$ cat src/rtl/hwpe_ctrl_seq_fsm.sv
// HWPE tile sequencer: load -> compute -> store per tile, then micro-loop advance, until done or tile cap.
// Optional per-wait-state watchdog is compiled in when HWPE_CTRL_SEQ_TIMEOUT_EN is defined.
module hwpe_ctrl_seq_fsm #(
  parameter int unsigned CNT_WIDTH      = 12,
  parameter int unsigned TIMEOUT_CYCLES = 1024
) (
  input  logic                 clk_i,
  input  logic                 rst_ni,
  input  logic                 clear_i,
  input  logic                 start_i,
  input  logic [CNT_WIDTH-1:0] cfg_n_tiles_i,
  output logic                 uloop_clear_o,
  output logic                 uloop_enable_o,
  input  logic                 uloop_valid_i,
  input  logic                 uloop_done_i,
  output logic                 stream_start_o,
  input  logic                 stream_done_i,
  output logic                 engine_start_o,
  input  logic                 engine_done_i,
  output logic                 store_start_o,
  input  logic                 store_done_i,
  output logic                 busy_o,
  output logic                 done_o,
  output logic [CNT_WIDTH-1:0] tile_cnt_o,
  output logic                 err_o
);

  // state    | meaning
  // IDLE     | waiting for start_i
  // LOAD     | load stream running
  // COMPUTE  | engine running
  // STORE    | store stream running
  // UPDATE   | tile count bumped; advancing micro-loop unless the cap is hit
  // FINISHED | one-cycle done_o, then IDLE
  typedef enum logic [2:0] {IDLE, LOAD, COMPUTE, STORE, UPDATE, FINISHED} state_t;

  state_t               state_q, state_d;
  logic [CNT_WIDTH-1:0] cap_q, cap_d, tile_cnt_d;
  logic                 uloop_clear_d, uloop_enable_d, stream_start_d, engine_start_d;
  logic                 store_start_d, busy_d, done_d;

  if (TIMEOUT_CYCLES == 0) begin : g_bad_cfg
    $error("TIMEOUT_CYCLES must be nonzero");
  end

`ifdef HWPE_CTRL_SEQ_TIMEOUT_EN
  localparam int unsigned WD_W = $clog2(TIMEOUT_CYCLES + 1);
  logic [WD_W-1:0] wd_q;
  logic            err_q, err_d;
`endif

  always_comb begin
    state_d    = state_q;
    cap_d      = cap_q;
    tile_cnt_d = tile_cnt_o;
    uloop_clear_d = 1'b0;
`ifdef HWPE_CTRL_SEQ_TIMEOUT_EN
    err_d = err_q;
`endif
    // A done arriving in the start-pulse cycle belongs to no request yet, so it is dropped.
    case (state_q)
      IDLE: if (start_i) begin
        state_d       = LOAD;
        cap_d         = cfg_n_tiles_i;
        tile_cnt_d    = '0;
        uloop_clear_d = 1'b1;
`ifdef HWPE_CTRL_SEQ_TIMEOUT_EN
        err_d         = 1'b0;
`endif
      end
      LOAD:    if (stream_done_i && !stream_start_o) state_d = COMPUTE;
      COMPUTE: if (engine_done_i && !engine_start_o) state_d = STORE;
      STORE: if (store_done_i && !store_start_o) begin
        state_d    = UPDATE;
        tile_cnt_d = tile_cnt_o + 1'b1;
      end
      UPDATE: begin
        if (cap_q != '0 && tile_cnt_o == cap_q) state_d = FINISHED;
        else if (uloop_valid_i) state_d = uloop_done_i ? FINISHED : LOAD;
      end
      FINISHED: state_d = IDLE;
      default:  state_d = IDLE;
    endcase
`ifdef HWPE_CTRL_SEQ_TIMEOUT_EN
    if (wd_q == '0 && state_d == state_q &&
        state_q inside {LOAD, COMPUTE, STORE, UPDATE}) begin
      state_d = FINISHED;
      err_d   = 1'b1;
    end
    if (clear_i) err_d = 1'b0;
`endif
    if (clear_i) begin
      state_d       = IDLE;
      tile_cnt_d    = '0;
      uloop_clear_d = 1'b0;
    end
    stream_start_d = (state_d == LOAD)    && (state_q != LOAD);
    engine_start_d = (state_d == COMPUTE) && (state_q != COMPUTE);
    store_start_d  = (state_d == STORE)   && (state_q != STORE);
    uloop_enable_d = (state_d == UPDATE) && !(cap_d != '0 && tile_cnt_d == cap_d);
    busy_d         = (state_d != IDLE);
    done_d         = (state_d == FINISHED);
  end

  always_ff @(posedge clk_i or negedge rst_ni) begin
    if (!rst_ni) begin
      state_q        <= IDLE;
      cap_q          <= '0;
      tile_cnt_o     <= '0;
      uloop_clear_o  <= 1'b0;
      uloop_enable_o <= 1'b0;
      stream_start_o <= 1'b0;
      engine_start_o <= 1'b0;
      store_start_o  <= 1'b0;
      busy_o         <= 1'b0;
      done_o         <= 1'b0;
    end else begin
      state_q        <= state_d;
      cap_q          <= cap_d;
      tile_cnt_o     <= tile_cnt_d;
      uloop_clear_o  <= uloop_clear_d;
      uloop_enable_o <= uloop_enable_d;
      stream_start_o <= stream_start_d;
      engine_start_o <= engine_start_d;
      store_start_o  <= store_start_d;
      busy_o         <= busy_d;
      done_o         <= done_d;
    end
  end

`ifdef HWPE_CTRL_SEQ_TIMEOUT_EN
  // Down-counter reloaded on every state change; terminal count zero fires the watchdog.
  always_ff @(posedge clk_i or negedge rst_ni) begin
    if (!rst_ni) begin
      wd_q  <= '0;
      err_q <= 1'b0;
    end else begin
      err_q <= err_d;
      if (clear_i || state_d != state_q) wd_q <= WD_W'(TIMEOUT_CYCLES - 1);
      else if (wd_q != '0)               wd_q <= wd_q - 1'b1;
    end
  end

  assign err_o = err_q;
`else
  assign err_o = 1'b0;
`endif

endmodule

$ cat config.mk
export PLATFORM = sky130hd
export DESIGN_NAME = hwpe_ctrl_seq_fsm
export DESIGN_NICKNAME = d
export VERILOG_FILES = /design/src/rtl/hwpe_ctrl_seq_fsm.sv
export SDC_FILE = /design/constraint.sdc
export NUM_CORES = 1
export LEC_CHECK = 0
export CAP_MARGIN = 5
export CORE_ASPECT_RATIO = 0.7
export CORE_UTILIZATION = 56
export CTS_CLUSTER_SIZE = 25
export DETAILED_ROUTE_END_ITERATION = 7
export PLACE_DENSITY = 0.86
export SLEW_MARGIN = 20
export SYNTH_ARGS = -nofsm -noshare
export SYNTH_HDL_FRONTEND = slang
export SYNTH_SLANG_ARGS = --single-unit
$ cat constraint.sdc
create_clock -name clk_i -period 6.95 [get_ports clk_i]
set_input_delay 1.39 -clock clk_i [delete_from_list [all_inputs] [get_ports clk_i]]
set_output_delay 1.39 -clock clk_i [all_outputs]
set_load 0.02 [all_outputs]
==> out/metrics.cfg <==
[run_status]
run_status=completed

[setup_path]
endpoint_kind=flip-flop
rr_startpoint=state_q[1]
r2r_setup_slack_ns=4.07
ff2ff_path_depth=7
cp.required_ns=7.11
startpoint_type=input pin
r2r-end=uloop_enable_o
worstPathMaxFanout=19
crit_type=input pin to flip-flop
arrival_ns=3.91

[worst_hold_path]
holdPathStages=2
whs_endpoint=cap_q[7]
holdCritStartpoint=cap_q[7]
hold_class=flip-flop to flip-flop

[global_route]
overflow=0
grt_use_total=0.308
grt_pass1_vias=1685
grt_pass1_wl_mm=8.64
grt_max_degree=35
antenna_found_initial=0

[detailed_routing]
drt-met1-wl_mm=2.56
wl_per_cell_um=17.3
top_layer=met4
drt_iter0_markers=179
drc=0
wl_met3_um=369
vias_per_cell=5.87
wl_mm=5.29
ant_nets=0
vias=1789
wl_met2_mm=2.29
firstDrtPassIters=4

[logic_synthesis]
netlist_instances=221
avgSynthCellArea_sq_um=9.47
synth_edf_count=0
synth.largest_area_cell=dfrtp_1
ys_ff_latch=34
synth.distinct_cells=53
yosysSeqAreaShare=0.407
synth_flop_cell=dfrtp_1
synth_nets=243
yosysTopAreaCellShare=0.407
ys_top_cells_by_area=dfrtp_1 (41%), xor2_1 (8.0%), nand2_1 (7.4%), nor4_1 (3.6%), xnor2_1 (2.9%)
async_reset_ff_frac=1.00
yosysWarnings=0
syn_area_sq_um=2090

[final_layout]
antenna_cells=0
utilization=0.724
area_growth_syn_to_layout_pct=22.3
final_layout_size_suffix_gt1_frac=0.0863
nNetsFinal=278
regArea_sq_um=851
final_cell_mix=nand2_1 (41), clkdlybuf4s50_1 (39), dfrtp_1 (34)
multiInputGateArea_sq_um=1150
fill_cells=292
mostFrequentLayoutCell=nand2_1

[power_and_ir_drop]
intPower_mw=0.348
swShare=0.319
powerDensity_nw_per_um2=200
combPwrFrac=0.240
switching_power_mw=0.163
p_leak_nw=1.18
seq_power_share=0.478
ir_worst_vdd_uv=143
clkPwrFrac=0.282

[sta]
setup_viol=0
fin_crit_ns=3.76
worst_slew_pin_slew_ns=0.965
hold_viol=0
drv_slew=0
finalCritPeriodShare=0.541
rsz0062_at_grt=false
slew_headroom=0.354
fin_skew_ns=0.00606
fin_hold_ws_ns=0.590
tns_ns=0
fmax_mhz=266

[clocking]
cts_tree=built
clk_latency_ns=0.29
htree_levels=2
clockBufferDepth=2
cts-resized-gates=0
numCtsBuffers=5
cts_num_sinks=34
post-cts-setup-buffers=0
cts-root-buf=clkbuf_8
clk_pin_slew_ns=0.06
postCtsHoldBufs=0

[floorplanning]
pin_count=41
die-area_sq_um=3990
die_w_um=75.1
fp-row-count=18
chipHeight_um=53.1
fp.coreArea_sq_um=3540
start_util=0.592

[placement]
hpwl_mm=3.94
gp_congestion=0.988
port_buffers=39

[run]
drv_cap=0

==> cell usage after synthesis (2+ instances only) <==
cell / n
buf_6: 3
nor4_2: 2
nor3b_1: 4
xor2_1: 19
clkbuf_1: 4
xnor2_1: 7
nand2b_1: 2
or4_1: 2
o311ai_0: 2
nand2_1: 41
nor2_1: 10
inv_1: 4
a21oi_1: 3
o22ai_1: 2
a21oi_2: 2
a31oi_1: 2
nor2b_1: 3
nand3b_4: 2
or3_1: 4
o21ai_0: 4
buf_2: 4
nand4_1: 5
and3_1: 2
nor4_1: 12
nand3_1: 5
dfrtp_1: 34
nor3_1: 3
nand3b_1: 4
o211ai_1: 3
mux2_2: 3
and3b_1: 2
==> power groups by stage <==
stage / Sequential (mW) / Combinational, mW / Clock (mW)
after CTS: 0.244 / 0.122 / 0.146
after floorplan: 0.241 / 0.0843 / 0
final: 0.245 / 0.123 / 0.144
after detailed placement: 0.247 / 0.122 / 0
after global placement: 0.247 / 0.120 / 0
after global routing: 0.247 / 0.135 / 0.156
==> final cells by class <==
| class | instances | area share |
|---|---|---|
| sequential | 34 | 0.333 |
| multi-input combinational | 171 | 0.449 |
| clock buffer | 6 | 0.0323 |
| inverter | 4 | 0.00587 |
| tap | 50 | 0.0244 |
| timing repair buffer | 40 | 0.156 |
==> sequential cells by signal (all words and copies together) (netlist names) <==
signal and count:
busy_o 1, cap_q 12, done_o 1, engine_start_o 1, state_q 3, store_start_o 1, stream_start_o 1, tile_cnt_o 12
uloop_clear_o 1, uloop_enable_o 1
==> worst max-delay path, stage by stage <==
cell	delay (ns)
clkdlybuf4s50_1	0.51
nor4b_4	0.80
nor3b_1	0.09
mux2_2	0.32
xor2_1	0.16
or3_1	0.38
nor4_2	0.14
a211oi_1	0.10
==> how the worst max path moves through the flow <==
stage | start | to | depth (start not counted)
after floorplan | store_done_i | uloop_enable_o | 8
after global placement | start_i | uloop_enable_o | 8
after detailed placement | start_i | uloop_enable_o | 8
after CTS | start_i | uloop_enable_o | 8
after global routing | start_i | uloop_enable_o | 8
final | start_i | uloop_enable_o | 8
==> cells by family (layout without fill, tap and decap cells) <==
family | after synthesis | in the layout | synth area share
fa+ha+maj | 1 | 1 | 0.00598
xor+xnor | 26 | 26 | 0.109
other cells | 1 | 1 | 0.00179
mux | 4 | 4 | 0.0209
compound gates | 26 | 26 | 0.0909
flops | 34 | 34 | 0.407
simple gates | 113 | 113 | 0.321
buf+inv | 16 | 50 | 0.0437
==> per-layer routing <==
metal	global-route usage	up-vias
met5	0	-
met4	0.104	0
met3	0.0876	8
met2	0.440	69
met1	0.443	853
li1	-	859
==> through the flow <==
step | setup WS [ns] | instance area (sq um) | std cells | power [mW]
6_report | 3.19 | 2560 | 305 | 0.512
5_1_grt | 3.08 | 2560 | 305 | 0.539
4_1_cts | 3.20 | 2560 | 305 | 0.513
3_5_place_dp | 2.91 | 2480 | 299 | 0.369
3_3_place_gp | 2.99 | 2480 | 299 | 0.367
2_1_floorplan | 3.89 | 2090 | 221 | 0.325
Power figures use the tool's default switching activity.
